### src/rtl/peripheral_uart_wb_ctrl.sv
// Wishbone master that initialises a 16550-style UART, then polls LSR
// and moves bytes between it and two TX requesters / one RX consumer.
module peripheral_uart_wb_ctrl #(
  parameter logic [15:0] DIVISOR  = 16'd27,
  parameter logic [7:0]  LCR_VAL  = 8'h03,
  parameter int          TX_BURST = 16,
  parameter int          TIMEOUT  = 255
) (
  input  logic       clk,
  input  logic       rst,
  output logic [2:0] wbm_adr_o,
  output logic [7:0] wbm_dat_o,
  input  logic [7:0] wbm_dat_i,
  output logic       wbm_we_o,
  output logic       wbm_stb_o,
  output logic       wbm_cyc_o,
  output logic [3:0] wbm_sel_o,
  input  logic       wbm_ack_i,
  input  logic [7:0] tx0_data_i,
  input  logic       tx0_valid_i,
  output logic       tx0_ready_o,
  input  logic [7:0] tx1_data_i,
  input  logic       tx1_valid_i,
  output logic       tx1_ready_o,
  output logic [7:0] rx_data_o,
  output logic       rx_valid_o,
  input  logic       rx_ready_i,
  output logic [7:0] lsr_o,
  output logic       init_done_o,
  output logic       timeout_o
);
  localparam logic [4:0]  BURST    = 5'(TX_BURST);
  localparam logic [15:0] TMO_LAST = 16'(TIMEOUT - 1);

  typedef enum logic [1:0] {
    S_INIT, S_POLL, S_RX, S_TX
  } state_t;

  state_t      state_q, state_d;
  logic [2:0]  step_q, step_d;
  logic        stb_q, stb_d;
  logic        we_q, we_d;
  logic [2:0]  adr_q, adr_d;
  logic [7:0]  dat_q, dat_d;
  logic [15:0] tmo_q, tmo_d;
  logic [4:0]  cnt_q, cnt_d;
  logic        gnt_q, gnt_d;
  logic        rr_q, rr_d;
  logic        rxv_q, rxv_d;
  logic [7:0]  rxd_q, rxd_d;
  logic [7:0]  lsr_q, lsr_d;
  logic        done_q, done_d;
  logic        tflag_q, tflag_d;

  logic        ack, expire, gnt_valid;
  logic [7:0]  gnt_data;
  logic [2:0]  init_adr;
  logic [7:0]  init_dat;

  assign ack       = stb_q & wbm_ack_i;
  assign expire    = stb_q & ~wbm_ack_i
                   & (tmo_q == TMO_LAST);
  assign gnt_valid = gnt_q ? tx1_valid_i : tx0_valid_i;
  assign gnt_data  = gnt_q ? tx1_data_i : tx0_data_i;

  always_comb begin
    init_adr = 3'd1;
    init_dat = 8'h00;
    case (step_q)
      3'd0: begin
        init_adr = 3'd3;
        init_dat = LCR_VAL | 8'h80;
      end
      3'd1: begin
        init_adr = 3'd0;
        init_dat = DIVISOR[7:0];
      end
      3'd2: begin
        init_adr = 3'd1;
        init_dat = DIVISOR[15:8];
      end
      3'd3: begin
        init_adr = 3'd3;
        init_dat = LCR_VAL;
      end
      3'd4: begin
        init_adr = 3'd2;
        init_dat = 8'h07;
      end
      default: ;
    endcase
  end

  always_comb begin
    state_d = state_q;
    step_d  = step_q;
    stb_d   = stb_q;
    we_d    = we_q;
    adr_d   = adr_q;
    dat_d   = dat_q;
    tmo_d   = tmo_q;
    cnt_d   = cnt_q;
    gnt_d   = gnt_q;
    rr_d    = rr_q;
    rxv_d   = rxv_q;
    rxd_d   = rxd_q;
    lsr_d   = lsr_q;
    done_d  = done_q;
    tflag_d = tflag_q;
    if (rxv_q && rx_ready_i) rxv_d = 1'b0;
    if (!stb_q) begin
      // idle cycle: launch the next access
      tmo_d = '0;
      unique case (state_q)
        S_INIT: begin
          stb_d = 1'b1;
          we_d  = 1'b1;
          adr_d = init_adr;
          dat_d = init_dat;
        end
        S_POLL: begin
          stb_d = 1'b1;
          we_d  = 1'b0;
          adr_d = 3'd5;
          dat_d = 8'h00;
        end
        S_RX: begin
          stb_d = 1'b1;
          we_d  = 1'b0;
          adr_d = 3'd0;
          dat_d = 8'h00;
        end
        S_TX: begin
          if (cnt_q < BURST && gnt_valid) begin
            stb_d = 1'b1;
            we_d  = 1'b1;
            adr_d = 3'd0;
            dat_d = gnt_data;
          end else begin
            cnt_d   = '0;
            rr_d    = ~gnt_q;
            state_d = S_POLL;
          end
        end
      endcase
    end else if (ack || expire) begin
      stb_d = 1'b0;
      if (expire) tflag_d = 1'b1;
      unique case (state_q)
        S_INIT: begin
          step_d = step_q + 3'd1;
          if (step_q == 3'd5) begin
            state_d = S_POLL;
            done_d  = 1'b1;
          end
        end
        S_POLL: begin
          if (ack) begin
            lsr_d = wbm_dat_i;
            if (wbm_dat_i[0] && !rxv_q) begin
              state_d = S_RX;
            end else if (wbm_dat_i[5] &&
                (tx0_valid_i || tx1_valid_i)) begin
              state_d = S_TX;
              gnt_d = (tx0_valid_i && tx1_valid_i)
                    ? rr_q : tx1_valid_i;
            end
          end
        end
        S_RX: begin
          if (ack) begin
            rxd_d = wbm_dat_i;
            rxv_d = 1'b1;
          end
          state_d = S_POLL;
        end
        S_TX: begin
          if (ack) begin
            cnt_d = cnt_q + 5'd1;
          end else begin
            cnt_d   = '0;
            rr_d    = ~gnt_q;
            state_d = S_POLL;
          end
        end
      endcase
    end else begin
      tmo_d = tmo_q + 16'd1;
    end
  end

  always_ff @(posedge clk or posedge rst) begin
    if (rst) begin
      state_q <= S_INIT;
      step_q  <= '0;
      stb_q   <= 1'b0;
      we_q    <= 1'b0;
      adr_q   <= '0;
      dat_q   <= '0;
      tmo_q   <= '0;
      cnt_q   <= '0;
      gnt_q   <= 1'b0;
      rr_q    <= 1'b0;
      rxv_q   <= 1'b0;
      rxd_q   <= '0;
      lsr_q   <= '0;
      done_q  <= 1'b0;
      tflag_q <= 1'b0;
    end else begin
      state_q <= state_d;
      step_q  <= step_d;
      stb_q   <= stb_d;
      we_q    <= we_d;
      adr_q   <= adr_d;
      dat_q   <= dat_d;
      tmo_q   <= tmo_d;
      cnt_q   <= cnt_d;
      gnt_q   <= gnt_d;
      rr_q    <= rr_d;
      rxv_q   <= rxv_d;
      rxd_q   <= rxd_d;
      lsr_q   <= lsr_d;
      done_q  <= done_d;
      tflag_q <= tflag_d;
    end
  end

  assign wbm_adr_o   = adr_q;
  assign wbm_dat_o   = dat_q;
  assign wbm_we_o    = we_q;
  assign wbm_stb_o   = stb_q;
  assign wbm_cyc_o   = stb_q;
  assign wbm_sel_o   = {3'b000, stb_q};
  assign tx0_ready_o = ack & (state_q == S_TX) & ~gnt_q;
  assign tx1_ready_o = ack & (state_q == S_TX) & gnt_q;
  assign rx_data_o   = rxd_q;
  assign rx_valid_o  = rxv_q;
  assign lsr_o       = lsr_q;
  assign init_done_o = done_q;
  assign timeout_o   = tflag_q;
endmodule
### config.mk
export PLATFORM = sky130hd
export DESIGN_NAME = peripheral_uart_wb_ctrl
export DESIGN_NICKNAME = d
export VERILOG_FILES = /design/src/rtl/peripheral_uart_wb_ctrl.sv
export SDC_FILE = /design/constraint.sdc
export NUM_CORES = 1
export LEC_CHECK = 0
export BUFFER_PORTS_ARGS = -buffer_cell sky130_fd_sc_hd__buf_2
export CAP_MARGIN = 25
export CORE_MARGIN = 5
export CORE_UTILIZATION = 54
export CTS_CLUSTER_SIZE = 25
export DETAILED_ROUTE_END_ITERATION = 8
export PLACE_DENSITY = 0.9
export SLEW_MARGIN = 20
export SYNTH_ARGS = -nofsm -noshare
export SYNTH_HDL_FRONTEND = slang
export SYNTH_SLANG_ARGS = --single-unit
### constraint.sdc
create_clock -name clk -period 2.15 [get_ports clk]
set_input_delay 0.43 -clock clk [delete_from_list [all_inputs] [get_ports clk]]
set_output_delay 0.43 -clock clk [all_outputs]
set_load 0.05 [all_outputs]
* Word-level counts from Yosys, hierarchy flattened *
Index checks and enable logic that the tools add are counted.

word-level totals
  flip-flop bits (word level) = 60
  output and inout bits = 39
  input bits = 30

operators by class
  mux-type cells = 44
  bitwise logic cells = 10
  eq/ne operators = 17
  reduce and logical (&&, ||, !) cells = 24
  add/sub/neg operators = 3
  $lt $le $gt $ge = 1

operator list
  kind                                                              count
  16-bit 2-to-1 mux                                                 2
  8-bit one-hot mux with 4 select lines                             1
  5-bit 2-to-1 mux                                                  6
  8-bit one-hot mux with 3 select lines                             1
  2-bit 2-to-1 mux                                                  9
  1-bit 2-to-1 mux                                                  17
  16-bit by 1-bit adder with 16-bit output, second input constant   1
  16-bit by 8-bit == test with 1-bit output, second input constant  1
  8-bit 2-to-1 mux                                                  2
  4-bit AND reduction                                               4
  3-bit one-hot mux with 4 select lines                             1
  3-bit != test, second input constant                              3
  2-bit one-hot mux with 4 select lines                             1
  7-bit AND reduction                                               1
  1-bit AND                                                         6
  3-bit == test, second input constant                              2
  2-bit != test, second input constant                              3
  2-bit one-hot mux with 3 select lines                             1
  3-bit AND reduction                                               2
  6-bit AND reduction                                               1
  5-bit by 1-bit adder with 5-bit output, second input constant     1
  1-bit logical AND                                                 5
  5-bit less-than comparator, second input constant                 1
  5-bit AND reduction                                               1
  other kinds (19)                                                  26

* Logic depth before layout (Yosys ltp) *
Gate-level depths: netlist of run 1.

  word-level depth = 8
  depth in mapped cells = 7
  depth with buffers taken out = 6

* Least setup slack after synthesis of run 1 *
OpenSTA, ideal clock, no wires.

  path kind = reg2out
  start point = register stb_q, in the netlist wbm_cyc_o
  end point = output tx0_ready_o
  required time = 1.720 ns
  path buffers = 2
  arrival time = 2.096 ns
  setup slack = -0.376 ns
  stages on the path, launching flop included = 5
  cells stage by stage = dfrtp_1 clkbuf_1 clkbuf_1 nand3_1 nor2_1

between the ends
  longest elaborated chain between the ends = 3

RTL lines
  item                    line  text
  from (decl)             41    logic stb_q, stb_d;
  from (signal assigned)  212   stb_q <= stb_d;
  1-bit AND               60    assign ack = stb_q & wbm_ack_i;
  1-bit AND (2 in a row)  234   assign tx0_ready_o = ack & (state_q == S_TX) & ~gnt_q;
  to (decl)               21    output logic tx0_ready_o,

No other way between the ends.

* Final worst setup path of run 1 *
  start point = register state_q[0]
  end point = output tx0_ready_o

between the ends
  longest elaborated chain between the ends = 3

RTL lines
  item                    line  text
  from (decl)             39    state_t state_q, state_d;
  from (signal assigned)  210   state_q <= state_d;
  2-bit == test           234
  1-bit AND (2 in a row)  234

No other way between the ends.

==> metrics.log, run 1 <==
[metrics] number of placed I/O pins: 69
[metrics] critical path startpoint: state_q[0]$_DFFE_PP0P_
[metrics] netlist area before placement: 3090 µm²
[metrics] Max Clock Skew: 0.00789 ns
[metrics] arrival time of the worst setup path: 1.63 ns
[metrics] width of the die: 85.7 µm
[metrics] post-synth top area cell: sky130_fd_sc_hd__dfrtp_1
[metrics] Sw Pwr: 2780 µW
[metrics] pin count of the biggest net entering global routing: 61
[metrics] global routing usage summed across all routing layers: 0.212
[metrics] area of the die: 7340 µm²
[metrics] Peak VDD IR: 0.00126 V
[metrics] category of the worst setup path launch point: flop
[metrics] antenna violations before repair: 0
[metrics] synthesis-to-finish area growth: 21.0%
[metrics] Power Dens Cells: 1540 nW/µm²
[metrics] share of the synthesized area in the top cell type: 0.486
[metrics] number of enable flip-flop cells after synthesis: 0
[metrics] result of the run: completed
[metrics] count of nets left with antenna violations after detail routing: 0
[metrics] first-pass iteration count of the detailed router: 5
[metrics] share of async-settable or async-resettable flops after synthesis: 1.00
[metrics] setup repair after global routing missed its margin: false
[metrics] Clock Latency Late Sink: 0.35 ns
[metrics] cells after synthesis: 289
[metrics] worst hold margin: 0.121 ns
[metrics] required time of the worst setup path: 1.72 ns
[metrics] via/cell ratio: 5.75
[metrics] root buffer selected by CTS: sky130_fd_sc_hd__clkbuf_8
[metrics] combinational group share of total power: 0.503
[metrics] most common cell after layout, fill and taps aside: sky130_fd_sc_hd__buf_2
[metrics] layout net count: 404
[metrics] DRC viols: 0
[metrics] worst r2r src: tmo_q[12]$_DFFE_PP0N_
[metrics] sequential share of power: 0.319
[metrics] area of the core: 5540 µm²
[metrics] post-CTS repair timing setup buffer count: 0
[metrics] most area-consuming cells after synthesis: sky130_fd_sc_hd__dfrtp_1, sky130_fd_sc_hd__mux2_2, sky130_fd_sc_hd__ha_1
[metrics] Final Wtd Congestion: 0.799
[metrics] highest attainable clock frequency: 486 MHz
[metrics] initial standard-cell utilization of the core: 0.558
[metrics] top library cells by usage in the layout, fill and taps aside: sky130_fd_sc_hd__buf_2, sky130_fd_sc_hd__dfrtp_1, sky130_fd_sc_hd__mux2_2
[metrics] Sinks on Clock Net: 60
[metrics] share of the yosys chip area belonging to registers: 0.486
[metrics] ratio of cells with drive above 1 in the final layout: 0.352
[metrics] final global-route overflow total: 0
[metrics] DRC violation total after the first TritonRoute iteration: 192
[metrics] critical path capture point type: output port
[metrics] overall routed net length: 7.18 mm
[metrics] number of distinct standard cells referenced by the synthesized netlist: 53
[metrics] Internal: 2970 µW
[metrics] max-capacitance violation count: 0
[metrics] number of buffers added by the clock tree synthesis step: 9
[metrics] number of global-route vias before repair: 2549
[metrics] number of cell rows: 27
[metrics] number of setup violations in the final report: 0
[metrics] switching power as a share of total power: 0.483
[metrics] FF-to-FF setup slack: 0.14 ns
[metrics] max-slew violation count: 0
[metrics] clock period minus final worst setup slack: 2.06 ns
[metrics] number of buffers added on ports: 65
[metrics] flip-flop and latch count after synthesis: 60
[metrics] die height: 85.7 µm
[metrics] actual slew at the worst max-slew pin: 0.619 ns
[metrics] peak fanout along the critical path: 8
[metrics] final hold violation count: 0
[metrics] htree depth: 3
[metrics] mean area per synthesized cell: 10.7 µm²
[metrics] Synthesis Warnings: 0
[metrics] min-delay worst type: in -> async
[metrics] Clock Power Share: 0.178
[metrics] wire length of the first global-routing pass: 12.4 mm
[metrics] path type of the worst setup path: reg -> out
[metrics] Avg WL per Cell: 16.4 µm
[metrics] number of antenna repair diodes: 0
[metrics] dpl hpwl: 4.82 mm
[metrics] Primary FF master, synth: sky130_fd_sc_hd__dfrtp_1
[metrics] Max Root-Sink Buffers: 2
[metrics] Slew headroom: 0.583
[metrics] CTS tree: yes
[metrics] clock transition at the registers of the reported paths: 0.08 ns
[metrics] DR vias: 2519
[metrics] fin crit share: 0.957
[metrics] setup_tns: 0 ns
[metrics] P_leak: 0.00179 µW
-- through the flow --
step,cells,utilization,total power (µW),area (µm²),worst slack [ns]
3_5_place_dp,422,0.638,4660,3530,0.213
4_1_cts,438,0.675,5740,3740,0.0201
6_report,438,0.675,5740,3740,0.0924
2_1_floorplan,291,-,3980,3120,0.0335
5_1_grt,438,0.675,6060,3740,0.00864
3_3_place_gp,422,0.638,4580,3530,0.270
-- worst max-delay path, stage by stage (launching register included) --
cell and delay (ns):
sky130_fd_sc_hd__dfrtp_1 0.45, sky130_fd_sc_hd__ha_2 0.29, sky130_fd_sc_hd__nand3_2 0.17, sky130_fd_sc_hd__nor2_4 0.11, sky130_fd_sc_hd__buf_2 0.26
-- cells in the mapped netlist, types with 3 or more instances --
| cell | instances |
|---|---|
| sky130_fd_sc_hd__o21ai_0 | 15 |
| sky130_fd_sc_hd__mux2_2 | 24 |
| sky130_fd_sc_hd__ha_1 | 13 |
| sky130_fd_sc_hd__nand2b_1 | 3 |
| sky130_fd_sc_hd__nor3_1 | 3 |
| sky130_fd_sc_hd__nand2_1 | 23 |
| sky130_fd_sc_hd__o31ai_1 | 3 |
| sky130_fd_sc_hd__and3_1 | 3 |
| sky130_fd_sc_hd__nand3_1 | 11 |
| sky130_fd_sc_hd__nor2_1 | 19 |
| sky130_fd_sc_hd__clkbuf_1 | 6 |
| sky130_fd_sc_hd__dfrtp_1 | 60 |
| sky130_fd_sc_hd__xor2_1 | 5 |
| sky130_fd_sc_hd__xnor2_1 | 7 |
| sky130_fd_sc_hd__buf_4 | 5 |
| sky130_fd_sc_hd__o22ai_1 | 3 |
| sky130_fd_sc_hd__mux2i_1 | 11 |
| sky130_fd_sc_hd__o21a_1 | 6 |
| sky130_fd_sc_hd__a211oi_1 | 5 |
| sky130_fd_sc_hd__a21oi_1 | 6 |
| sky130_fd_sc_hd__inv_1 | 15 |
| sky130_fd_sc_hd__and4_1 | 3 |
-- cell families after synthesis --
kind of cell	share of synthesized area
and+or+nand+nor	0.128
DFF	0.486
AOI/OAI and AO/OA	0.132
muxes	0.123
buffers and inverters	0.0433
adders and majority gates	0.0526
xor gates and xnor gates	0.0340
other	0.00121
-- sequential cells by signal, indices dropped and copies added, names as in the netlist --
| register | flops |
|---|---|
| tmo_q | 16 |
| lsr_o | 8 |
| rx_data_o | 8 |
| wbm_dat_o | 8 |
| cnt_q | 5 |
| step_q | 3 |
| wbm_adr_o | 3 |
| state_q | 2 |
| gnt_q | 1 |
| init_done_o | 1 |
| rr_q | 1 |
| rx_valid_o | 1 |
| timeout_o | 1 |
| wbm_cyc_o | 1 |
| wbm_we_o | 1 |
-- power groups by stage --
stage          logic [µW]  registers, µW  clock network [µW]
2_1_floorplan        1290           2700                   0
3_3_place_gp         2760           1810                   0
3_5_place_dp         2830           1830                   0
4_1_cts              2880           1820                1040
5_1_grt              3070           1890                1100
6_report             2890           1830                1020
-- routing by layer --
layer	up-vias	global-route usage	share of wire
li1	1164	-	-
met1	1221	0.278	0.42
met2	111	0.333	0.48
met3	23	0.0567	0.074
met4	0	0.0878	0.028
met5	-	0	0
-- repair_timing --
item	in CTS	in global routing
hold buffers	0	0
gates resized for setup	1	1
cloned	0	0
endpoints found under the setup margin	2	2
-- final cells by class --
cell class	instances	area (µm²)
Multi-Input combinational cell	201	1490
Sequential cell	60	1500
Tap cell	72	90.1
Clock buffer	9	124
Fill cell	376	1800
Inverter	15	56.3
Clock inverter	7	75.1
Timing Repair Buffer	74	405
-- final timing paths --
kind                                            end  cells past startpoint
setup / recovery                        tx0_ready_o                      4
hold / removal             rx_data_o[3]$_DFFE_PP0P_                      3
setup reg to reg              step_q[1]$_DFFE_PP0P_                      5
hold reg to reg               timeout_o$_DFFE_PP0P_                      1
max in group asynchronous       wbm_cyc_o$_DFF_PP0_                      3
min in group clk               rx_valid_o$_DFF_PP0_                      2
Power figures use the tool's default switching activity.
==> run 2: changes to the inputs <==
Settings changed: CAP_MARGIN 25 to 40.
Clock period 2.15 ns to 2.3 ns, I/O delays scaled along.
==> run 2 against run 1 <==
  * Non-clock buffer count down 2
  * Sequential share of layout area up 0.46 points
  * Power down 9.0%
  * Hold slack worse by 0.047 ns
  * Via count down 0.99%
  * Sequential power down 8%
  * Largest cell class unchanged
==> metrics.log, run 2 (synthesis results as in run 1) <==
[metrics] highest layer used for signal routing: met4
[metrics] area of the multi-input gates: 1480 µm² (-0.34%)
[metrics] htree depth: 3 (unchanged)
[metrics] setup_tns: 0 ns (unchanged)
[metrics] number of buffers added on ports: 65 (unchanged)
[metrics] Final Wtd Congestion: 0.768 (-3.9%)
[metrics] Biggest register: tmo_q
[metrics] wire length of the first global-routing pass: 12.2 mm (-1.8%)
[metrics] Max Root-Sink Buffers: 2 (unchanged)
[metrics] post-layout total power: 5230 µW (-9.0%)
[metrics] via/cell ratio: 5.72 (-0.54%)
[metrics] pin count of the biggest net entering global routing: 47 (-23%)
[metrics] max-slew violation count: 0 (unchanged)
[metrics] top library cells by usage in the layout, fill and taps aside: sky130_fd_sc_hd__buf_2, sky130_fd_sc_hd__dfrtp_1, sky130_fd_sc_hd__mux2_2
[metrics] DRC violation total after the first TritonRoute iteration: 149 (-22%)
[metrics] fin util: 0.667 (-0.00813)
[metrics] number of placed I/O pins: 69 (unchanged)
[metrics] met3 layer wire length in the routed design: 431 µm (-19%)
[metrics] die height: 85.7 µm (unchanged)
[metrics] CTS tree: yes
[metrics] DRC viols: 0 (unchanged)
[metrics] worst r2r src: tmo_q[12]$_DFFE_PP0N_
[metrics] most common cell after layout, fill and taps aside: sky130_fd_sc_hd__buf_2
[metrics] area of the core: 5540 µm² (unchanged)
[metrics] min-delay worst type: in -> async
[metrics] clock period minus final worst setup slack: 2.11 ns
[metrics] Max Clock Skew: 0.00787 ns (-0.0000208 ns)
[metrics] layout net count: 402 (-0.50%)
[metrics] Sinks on Clock Net: 60 (unchanged)
[metrics] critical path capture point type: output port
[metrics] P_leak: 0.00176 µW (-1.6%)
[metrics] Avg WL per Cell: 16.5 µm (+0.47%)
[metrics] root buffer selected by CTS: sky130_fd_sc_hd__clkbuf_8
[metrics] clock transition at the registers of the reported paths: 0.07 ns (about the same)
[metrics] path type of the worst setup path: reg -> out
[metrics] Clock Latency Late Sink: 0.34 ns (about the same)
[metrics] actual slew at the worst max-slew pin: 0.697 ns (+0.0782 ns)
[metrics] result of the run: completed
[metrics] number of antenna repair diodes: 0 (unchanged)
[metrics] number of setup violations in the final report: 0 (unchanged)
[metrics] arrival time of the worst setup path: 1.65 ns (+0.02 ns)
[metrics] number of cell rows: 27 (unchanged)
[metrics] required time of the worst setup path: 1.84 ns (+0.12 ns)
[metrics] number of buffers added by the clock tree synthesis step: 9 (unchanged)
[metrics] global routing usage summed across all routing layers: 0.209 (-0.00238)
[metrics] area of the die: 7340 µm² (unchanged)
[metrics] DR vias: 2494 (-0.99%)
[metrics] initial standard-cell utilization of the core: 0.558 (unchanged)
[metrics] final hold violation count: 0 (unchanged)
[metrics] synthesis-to-finish area growth: 19.5%
[metrics] overall routed net length: 7.18 mm (about the same)
[metrics] first-pass iteration count of the detailed router: 4 (-1)
[metrics] detailed-routed wire length on met2: 3.63 mm (+5.4%)
[metrics] number of filler cells placed in the layout: 396 (+5.3%)
[metrics] highest attainable clock frequency: 474 MHz
[metrics] met1 WL: 2.93 mm (-2.7%)
[metrics] dpl hpwl: 5.20 mm (+7.9%)
[metrics] reg-to-reg critical path endpoint: step_q[1]$_DFFE_PP0P_
[metrics] antenna violations before repair: 0 (unchanged)
[metrics] fin crit share: 0.918
[metrics] ratio of cells with drive above 1 in the final layout: 0.343 (-0.00905)
[metrics] flip-flop count of the largest register, all copies and words added: 16 (unchanged)
[metrics] width of the die: 85.7 µm (unchanged)
[metrics] path depth of the worst reg2reg path: 5 (unchanged)
[metrics] slowest CP cell: sky130_fd_sc_hd__dfrtp_1
[metrics] max-capacitance violation count: 0 (unchanged)
[metrics] count of nets left with antenna violations after detail routing: 0 (unchanged)
[metrics] Power Dens Cells: 1410 nW/µm² (-7.8%)
[metrics] cells along the critical path: ha_4, nand3_1, nor2_2, buf_2
[metrics] Peak VDD IR: 0.00102 V (-19%)
[metrics] Crit path largest cell delay: 0.47 ns (+0.02 ns)
[metrics] category of the worst setup path launch point: flop
[metrics] Slew headroom: 0.531 (-0.0526)
[metrics] worst hold margin: 0.0739 ns (-0.0473 ns)
[metrics] setup repair after global routing missed its margin: false
[metrics] flip-flop and latch area: 1500 µm² (about the same)
[metrics] FF-to-FF setup slack: 0.24 ns (+0.10 ns)
[metrics] final global-route overflow total: 0 (unchanged)
[metrics] number of global-route vias before repair: 2606 (+2.2%)
[metrics] peak fanout along the critical path: 12 (+4)
run 2: stage by stage:
step | cells | cell area (µm²) | worst slack, ns
3_5_place_dp | 420 | 3510 | 0.278
2_1_floorplan | 291 | 3100 | -0.0627
3_3_place_gp | 420 | 3510 | 0.315
5_1_grt | 436 | 3690 | 0.0803
4_1_cts | 436 | 3680 | 0.0917
6_report | 436 | 3690 | 0.189
run 2: final cells by class:
type / count / share of cell area
clock inverters: 7 / 0.0139
clock buffers: 9 / 0.0335
multi-input cells: 201 / 0.401
well taps: 72 / 0.0244
repair buffers: 72 / 0.106
inverters: 15 / 0.0152
flip-flops and latches: 60 / 0.406
run 2: layer usage:
layer | vias up | track usage
li1 | 1157 | -
met1 | 1235 | 0.248
met2 | 82 | 0.343
met3 | 20 | 0.0644
met4 | 0 | 0.106
met5 | - | 0
run 2: critical path, delay by kind of cell, from the launching register on:
kind                       cells  cell delay, ns
buffers and inverters          1            0.27
and+or+nand+nor                2            0.32
DFF                            1            0.47
adders and majority gates      1            0.24
run 2: worst max-delay path by stage:
stage | startpoint | endpoint | slack [ns] | cells after the start
after floorplan | wbm_cyc_o$_DFF_PP0_ | tx0_ready_o | -0.06 | 4
after CTS | state_q[0]$_DFFE_PP0P_ | tx0_ready_o | 0.09 | 4
final | state_q[0]$_DFFE_PP0P_ | tx0_ready_o | 0.19 | 4
after global placement | tmo_q[12]$_DFFE_PP0N_ | step_q[1]$_DFFE_PP0P_ | 0.32 | 5
after detailed placement | tmo_q[12]$_DFFE_PP0N_ | step_q[1]$_DFFE_PP0P_ | 0.28 | 5
after global routing | tmo_q[12]$_DFFE_PP0N_ | step_q[1]$_DFFE_PP0P_ | 0.08 | 5
run 2: where the power goes:
group	switching [µW]	total, µW	leakage, µW	internal, µW
sequential	267	1690	0.000765	1420
clock	450	843	0.0000856	393
combinational	1860	2690	0.000909	834
run 2: what timing repair did:
action | in CTS | in global routing
gates resized for setup | 1 | 1
setup endpoints to repair | 2 | 1
setup buffers | 0 | 0
hold buffers | 0 | 0
